## config.mk

```make
export PLATFORM = sky130hd
export DESIGN_NAME = fetch_unit_flat
export DESIGN_NICKNAME = d
export VERILOG_FILES = /design/src/rtl/fetch_unit_if.sv /design/src/rtl/fetch_unit.sv /design/src/flat_wrapper.sv
export SDC_FILE = /design/constraint.sdc
export NUM_CORES = 1
export LEC_CHECK = 0
export BUFFER_PORTS_ARGS = -buffer_cell sky130_fd_sc_hd__buf_2
export CAP_MARGIN = 20
export CORE_ASPECT_RATIO = 0.6
export CORE_MARGIN = 2
export CORE_UTILIZATION = 62
export CTS_CLUSTER_SIZE = 8
export DETAILED_ROUTE_END_ITERATION = 10
export PLACE_DENSITY_LB_ADDON = 0.05
export SLEW_MARGIN = 20
export SYNTH_ARGS = -nofsm -noshare
export SYNTH_HDL_FRONTEND = slang
export SYNTH_SLANG_ARGS = --single-unit
```

## constraint.sdc

```tcl
create_clock -name Clk -period 2.3 [get_ports Clk]
set_input_delay 0 -clock Clk [delete_from_list [all_inputs] [get_ports Clk]]
set_output_delay 0 -clock Clk [all_outputs]
set_load 0.02 [all_outputs]
```

## src/rtl/fetch_unit_if.sv

```systemverilog
// Fetch-unit port bundle: decoder/ALU controls, LUT write port and fetch outputs.
// Latency: none, this is wiring only.
// Backpressure: none, every signal is sampled or driven once per cycle.
interface fetch_unit_if #(
  parameter int PC_W   = 10,
  parameter int LUT_AW = 5,
  parameter int CNT_W  = 16
) ();

  logic              Start;
  logic [PC_W-1:0]   StartAddr;
  logic              Jump;
  logic              BranchEn;
  logic              Zero;
  logic [LUT_AW-1:0] TargetIdx;
  logic              HaltReq;
  logic              LutWe;
  logic [LUT_AW-1:0] LutAddr;
  logic [PC_W-1:0]   LutData;
  logic [PC_W-1:0]   ProgCtr;
  logic              Running;
  logic              Done;
  logic [CNT_W-1:0]  BranchCnt;

  // Sequencer / control side: drives controls, observes the fetch state.
  modport master (
    output Start, StartAddr, Jump, BranchEn, Zero, TargetIdx, HaltReq,
    output LutWe, LutAddr, LutData,
    input  ProgCtr, Running, Done, BranchCnt
  );

  // Fetch unit side.
  modport slave (
    input  Start, StartAddr, Jump, BranchEn, Zero, TargetIdx, HaltReq,
    input  LutWe, LutAddr, LutData,
    output ProgCtr, Running, Done, BranchCnt
  );

endinterface

```

## src/rtl/fetch_unit.sv

```systemverilog
// PC sequencer with IDLE/RUN/DONE control and a writable jump/branch target LUT.
// Latency: one cycle from sampled control to registered ProgCtr/Running/Done; taken transfers add no bubble.
// Backpressure: none; one instruction per cycle while running. Optional taken counter: FETCH_BRANCH_CNT_EN.
module fetch_unit #(
  parameter int PC_W   = 10,
  parameter int LUT_AW = 5,
  parameter int CNT_W  = 16
) (
  input  logic         Clk,
  input  logic         Reset_n,
  fetch_unit_if.slave  bus
);

  localparam int LUT_N = 1 << LUT_AW;

  typedef enum logic [1:0] {
    IDLE = 2'd0,
    RUN  = 2'd1,
    DONE = 2'd2
  } state_t;

  state_t          state_q, state_d;
  logic [PC_W-1:0] pc_q, pc_d;
  logic [PC_W-1:0] lut_q [LUT_N];
  logic [PC_W-1:0] lut_d [LUT_N];
  logic            taken;

  // A transfer is taken on an unconditional jump or a branch whose ALU result was zero.
  assign taken = bus.Jump | (bus.BranchEn & bus.Zero);

  // Next-state and next-PC: halt beats a taken transfer, otherwise sequential fetch.
  always_comb begin
    state_d = state_q;
    pc_d    = pc_q;
    case (state_q)
      IDLE, DONE: begin
        if (bus.Start) begin
          state_d = RUN;
          pc_d    = bus.StartAddr;
        end
      end
      RUN: begin
        if (bus.HaltReq) begin
          state_d = DONE;
        end else if (taken) begin
          // Combinational read sees the pre-write contents, so a same-cycle write is not forwarded.
          pc_d = lut_q[bus.TargetIdx];
        end else begin
          pc_d = pc_q + 1'b1;
        end
      end
      default: begin
        state_d = IDLE;
      end
    endcase
  end

  // Target LUT write port, active in every state.
  always_comb begin
    lut_d = lut_q;
    if (bus.LutWe) begin
      lut_d[bus.LutAddr] = bus.LutData;
    end
  end

  // State, PC and LUT registers; reset returns everything to zero immediately.
  always_ff @(posedge Clk or negedge Reset_n) begin
    if (!Reset_n) begin
      state_q <= IDLE;
      pc_q    <= '0;
      for (int i = 0; i < LUT_N; i++) begin
        lut_q[i] <= '0;
      end
    end else begin
      state_q <= state_d;
      pc_q    <= pc_d;
      lut_q   <= lut_d;
    end
  end

  assign bus.ProgCtr = pc_q;
  assign bus.Running = (state_q == RUN);
  assign bus.Done    = (state_q == DONE);

`ifdef FETCH_BRANCH_CNT_EN
  logic [CNT_W-1:0] cnt_q, cnt_d;

  // Saturating count of taken, non-halting RUN cycles; cleared when a run starts.
  always_comb begin
    cnt_d = cnt_q;
    if (state_q != RUN) begin
      if (bus.Start) begin
        cnt_d = '0;
      end
    end else if (!bus.HaltReq && taken && (cnt_q != {CNT_W{1'b1}})) begin
      cnt_d = cnt_q + 1'b1;
    end
  end

  // Counter register.
  always_ff @(posedge Clk or negedge Reset_n) begin
    if (!Reset_n) begin
      cnt_q <= '0;
    end else begin
      cnt_q <= cnt_d;
    end
  end

  assign bus.BranchCnt = cnt_q;
`else
  assign bus.BranchCnt = {CNT_W{1'b0}};
`endif

endmodule

```

## src/flat_wrapper.sv

```systemverilog
// flat-port wrapper written by rule: the top's interface ports become plain ports
module fetch_unit_flat 
#(
  parameter int PC_W   = 10,
  parameter int LUT_AW = 5,
  parameter int CNT_W  = 16
)
  (Clk, Reset_n, bus_Start, bus_StartAddr, bus_Jump, bus_BranchEn, bus_Zero, bus_TargetIdx, bus_HaltReq, bus_LutWe, bus_LutAddr, bus_LutData, bus_ProgCtr, bus_Running, bus_Done, bus_BranchCnt);
  fetch_unit_if #(.PC_W(PC_W), .LUT_AW(LUT_AW), .CNT_W(CNT_W)) bus_i ();
  input  logic Clk;
  input  logic Reset_n;
  input wire logic [$bits(bus_i.Start)-1:0] bus_Start;
  input wire logic [$bits(bus_i.StartAddr)-1:0] bus_StartAddr;
  input wire logic [$bits(bus_i.Jump)-1:0] bus_Jump;
  input wire logic [$bits(bus_i.BranchEn)-1:0] bus_BranchEn;
  input wire logic [$bits(bus_i.Zero)-1:0] bus_Zero;
  input wire logic [$bits(bus_i.TargetIdx)-1:0] bus_TargetIdx;
  input wire logic [$bits(bus_i.HaltReq)-1:0] bus_HaltReq;
  input wire logic [$bits(bus_i.LutWe)-1:0] bus_LutWe;
  input wire logic [$bits(bus_i.LutAddr)-1:0] bus_LutAddr;
  input wire logic [$bits(bus_i.LutData)-1:0] bus_LutData;
  output wire logic [$bits(bus_i.ProgCtr)-1:0] bus_ProgCtr;
  output wire logic [$bits(bus_i.Running)-1:0] bus_Running;
  output wire logic [$bits(bus_i.Done)-1:0] bus_Done;
  output wire logic [$bits(bus_i.BranchCnt)-1:0] bus_BranchCnt;
  assign bus_i.Start = bus_Start;
  assign bus_i.StartAddr = bus_StartAddr;
  assign bus_i.Jump = bus_Jump;
  assign bus_i.BranchEn = bus_BranchEn;
  assign bus_i.Zero = bus_Zero;
  assign bus_i.TargetIdx = bus_TargetIdx;
  assign bus_i.HaltReq = bus_HaltReq;
  assign bus_i.LutWe = bus_LutWe;
  assign bus_i.LutAddr = bus_LutAddr;
  assign bus_i.LutData = bus_LutData;
  assign bus_ProgCtr = bus_i.ProgCtr;
  assign bus_Running = bus_i.Running;
  assign bus_Done = bus_i.Done;
  assign bus_BranchCnt = bus_i.BranchCnt;
  fetch_unit #(.PC_W(PC_W), .LUT_AW(LUT_AW), .CNT_W(CNT_W)) u_core (.Clk(Clk), .Reset_n(Reset_n), .bus(bus_i));
endmodule
```

=== Yosys cells after proc, flatten, opt, wreduce, memory -nomap -nowiden ===
Index checks and enable logic that the tools add are counted.

* Register bits after elaboration: 332
* Input port bits: 38
* Output and inout port bits: 28
* Word-level logic and storage cells: 66

* Muxes and demuxes: 13
* Reductions and logical operators: 6
* $lt $le $gt $ge: 3
* $add $sub $neg: 1
* Eq/ne operators: 5
* Bitwise gates (word level): 4

{| class="wikitable"
|+ Operators by type and width
! kind !! count
|-
| $bwmux W320 || 1
|-
| $mux W10 || 6
|-
| $bmux W10 S5 || 1
|-
| $demux W10 S5 || 1
|-
| $pmux W10 S2 || 1
|-
| $ge A6 B6 Y1 const B || 2
|-
| $not A5 Y6 || 2
|-
| $add A10 B1 Y10 const B || 1
|-
| $lt A6 B1 Y1 const B || 1
|-
| $ne A2 B2 Y1 const B || 3
|-
| $mux W2 || 2
|-
| $pmux W2 S2 || 1
|-
| $reduce_and A3 Y1 || 1
|-
| $eq A2 B1 Y1 const B || 1
|-
| $eq A2 B2 Y1 const B || 1
|-
| $logic_not A2 Y1 || 1
|-
| $reduce_and A2 Y1 || 1
|-
| $reduce_bool A2 Y1 || 1
|-
| $reduce_or A2 Y1 || 1
|-
| $and A1 B1 Y1 || 1
|-
| $logic_and A1 B1 Y1 || 1
|-
| $or A1 B1 Y1 || 1
|}

=== Depth between registers and ports, before layout ===
* Depth in word-level cells: 7
* Gate-level depth with buffers: 9
* Gate-level depth less buffers: 6

=== Worst setup path after synthesis ===
Ideal clock, no wire load.

* Kind: register -> register
* Start: reg u_core.state_q[0]
* End: reg u_core.pc_q[2], in the netlist u_core.bus.ProgCtr[2]
* Clock period less this slack: 1,683 ps
* Data required time: 2,166 ps
* Setup time: 134 ps
* Arrival time: 1,549 ps
* Path slack: 617 ps
* Buffers on the path: 2
* Stages on the path, launching flop included: 8
* Cells stage by stage: dfrtp_1 > clkbuf_1 > nor3b_1 > a21oi_1 > clkbuf_1 > o21bai_1 > a21oi_1 > o21ai_0

* Cells in the longest elaborated chain, start to end: 4
* Elaborated cells on any way between the ends: 9
* Those cells by class: eq/ne: 4; mux: 1; reduce/logical: 4

{| class="wikitable"
|+ RTL lines
! element !! RTL line !! RTL
|-
| start: declaration || fetch_unit.sv:22 || <nowiki>state_t state_q, state_d;</nowiki>
|-
| start signal: assignment || fetch_unit.sv:75 || <nowiki>state_q <= state_d;</nowiki>
|-
| $eq A2 B2 Y1 or $logic_not A2 Y1 (tied branches) || fetch_unit.sv:35 || <nowiki>case (state_q)</nowiki>
|-
| $reduce_or A2 Y1 || fetch_unit.sv:35 ||
|-
| $ne A2 B2 Y1 (no source line) or $reduce_bool A2 Y1 (tied branches) || n/a ||
|-
| $reduce_and A3 Y1 (no source line) || n/a ||
|-
| end signal: assignment || fetch_unit.sv:76 || <nowiki>pc_q <= pc_d;</nowiki>
|-
| end: declaration || fetch_unit.sv:23 || <nowiki>logic [PC_W-1:0] pc_q, pc_d;</nowiki>
|}

Parallel ways exist; a longest one is shown, timed or not.
A chain may end at the register's enable or synchronous reset.

=== Worst setup path after layout ===
* Start: reg u_core.pc_q[0], in the netlist u_core.bus.ProgCtr[0]
* End: reg u_core.pc_q[1], in the netlist u_core.bus.ProgCtr[1]

* Cells in the longest elaborated chain, start to end: 4

{| class="wikitable"
|+ RTL lines
! element !! RTL line !! RTL
|-
| $add A10 B1 Y10 || fetch_unit.sv:49 || <nowiki>pc_d = pc_q + 1'b1;</nowiki>
|-
| $mux W10 || fetch_unit.sv:45 || <nowiki>end else if (taken) begin</nowiki>
|-
| $mux W10 || fetch_unit.sv:43 || <nowiki>if (bus.HaltReq) begin</nowiki>
|-
| $pmux W10 S2 || fetch_unit.sv:35 ||
|}

No other way between the ends. The select of a mux whose other input is x is not followed.

==> flow_metrics.tcl <==
set metrics [dict create \
    antenna-diode-count 0 \
    postSynthAreaPerCell_um2 14.2 \
    dp_slack_ps 244 \
    die_area_um2 26700 \
    io_buffer_count 49 \
    firstDrtPassIters 5 \
    r2r_end "u_core.bus.ProgCtr[1]" \
    crit_type "reg2reg" \
    tightest_slew_ps 836 \
    clk_path_buf_depth 3 \
    wl_um 40800 \
    ir_worst_vdd_uv 638 \
    final_cells 1536 \
    ys_warn_count 0 \
    final_net_count 1245 \
    initial_core_util_pct 62.6 \
    rsz0062_at_grt "false" \
    grt_use_total_pct 31.9 \
    hpwl_um 26900 \
    final_core_util_pct 71.3 \
    leakage_nw 8.20 \
    ys_types 54 \
    setup_viol 0 \
    die_x_um 210 \
    drcViolationCount 0 \
    crit_start "u_core.bus.ProgCtr[0]" \
    placedCellCount 1471 \
    postSynthCellCount 1107 \
    yosysMostFrequentCell "dfrtp_1" \
    endpoint_kind "flip-flop" \
    path_max_fanout 6 \
    whs_ps 0.668 \
    ios 66 \
    status "finished clean" \
    drive_gt1_share_pct 45.4 \
    clock_skew_ps 18.3 \
    cts_sinks 332 \
    syn_area_um2 15700 \
    synthFlopType "dfrtp_1" \
    cts_buffers 47 \
    ys_seq_elements 332 \
    rows 45 \
    total_power_mw 17.0 \
    avgRoutedWirePerCell_um 26.5 \
    max_freq_ghz 0.471 \
    grt_max_degree 65 \
    setup_ws_ps 176 \
    hold_path.class "in2async" \
    cp.required_ps 2730 \
    synth-edff-count 0 \
    tns_ps 0 \
    r2r_slack_ps 180 \
    final_design_area_no_fill_um2 17900 \
    clk_pin_slew_ps 50 \
    grt_pass1_wl_um 63200 \
    clock_insertion_delay_worst_skew_ps 560 \
    antenna_found_initial 0 \
    dpl-instance-area_um2 16500 \
    grt_pass1_vias 10100 \
    htree_levels 2 \
    rr_startpoint "u_core.bus.ProgCtr[0]" \
    ff2ff_path_depth 5 \
    critPathArrivalTime_ps 2550 \
    post-route-period-util_pct 92.3 \
    hold_viol 0 \
    synthArstFlopShare_pct 100 \
    slew_headroom_pct 44.3 \
    crit_path_start_kind "flip-flop" \
    cts_tree "yes" \
    yosys.area.top_type "dfrtp_1" \
    synthToLayoutAreaGrowth_pct 13.9 \
    min_period_ps 2120 \
    yosysSeqAreaShare_pct 52.8 \
    die_h_um 127 \
    power_density_nw_per_um2 950 \
    dr.first_iter.drc_count 1033 \
    core_area_um2 25100 \
    postRouteAntennaNets 0 \
    synth_common_cells "332 x dfrtp_1, 331 x mux2_2, 74 x mux2i_1, 51 x clkbuf_1, 46 x mux4_2" \
    cts_root_buffer "clkbuf_16" \
    dr_total_vias 10000 \
    drv_slew 0 \
    grt.overflow.total 0 \
    synthTopCellsByArea "dfrtp_1 53%, mux2_2 24%, mux4_2 6.6%" \
    routed_via_density 6.51 \
    synth_top_area_share_pct 52.8 \
    gp_congestion 0.984 \
    maxCapViolations 0 \
]
[cells by family (layout without fill, tap and decap cells)]
kind of cell,Yosys count,after routing,share of synthesized area [%]
DFF,332,332,52.8
muxes,453,453,35.2
buffers and inverters,94,179,3.14
xor gates and xnor gates,5,5,0.279
AOI/OAI and AO/OA,95,95,4.15
and+or+nand+nor,126,126,4.23
other,1,16,0.0239
adders and majority gates,1,1,0.0796
[sequential cells by signal (all words and copies together), names as in the netlist]
name	flops
u_core.lut_q	320
u_core.bus.ProgCtr	10
u_core.state_q	2
[cell usage in the layout (no fill, tap or decap), types with 5 or more instances in the layout]
master and count:
nand3_1 8, mux4_2 46, a22oi_1 22, nor2_1 19, buf_12 7, mux2i_1 74, buf_4 56, nand3b_1 5
buf_2 46, nor2b_1 9, dlygate4sd3_1 15, mux2_2 331, clkbuf_16 47, o22ai_1 8, nand2_1 35, o21ai_0 6
o221ai_1 5, dfrtp_1 332, conb_1 16, and3_1 5, nor3_1 6, nor2_2 8, a21oi_1 26, nor3b_1 7
[report_power, final]
group          total (mW)  internal (mW)  leakage [nW]  switching [mW]
Clock                6.08           3.69         0.607            2.40
Combinational        3.15           1.67          3.36            1.49
Sequential           7.77           7.03          4.23           0.736
Total                17.0           12.4          8.20            4.62
[final cells by class]
type / count / area (um2)
clock buffer: 47 / 1180
clock inverter: 3 / 62.6
fill: 1743 / 7210
inverter: 4 / 15.0
multi-input combinational: 696 / 6980
sequential: 332 / 8310
tap: 329 / 412
timing repair buffer: 125 / 956
[layer usage]
metal  track usage (%)  vias up  share of wire, %
li1                  -     4266                 -
met1              50.0     5325                48
met2              46.3      348                44
met3              5.97       61               7.1
met4              7.80        0               1.7
met5                 0        -                 0
[worst max-delay path, stage by stage (launching register included)]
cell      delay, ps
dfrtp_1         460
ha_1            350
o21ai_0         440
nand4b_1        260
o311ai_0        180
a221o_1         320
[how the worst max path moves through the flow]
stage / endpoint / cells after the start / slack (ps)
floorplan: u_core.bus.ProgCtr[2] / 7 / 620
global placement: u_core.bus.ProgCtr[7] / 8 / 250
detailed placement: u_core.bus.ProgCtr[7] / 8 / 240
CTS: u_core.bus.ProgCtr[1] / 5 / 280
global route: u_core.bus.ProgCtr[1] / 5 / 150
finish: u_core.bus.ProgCtr[1] / 5 / 180
[timing repair]
| item | 4_1_cts | 5_1_grt |
|---|---|---|
| hold endpoints to repair | 343 | 0 |
| hold buffers | 15 | 0 |
| buffers inserted | 0 | 0 |
| gates resized for setup | 0 | 0 |
Note: power is estimated with default switching activity, not from simulation.
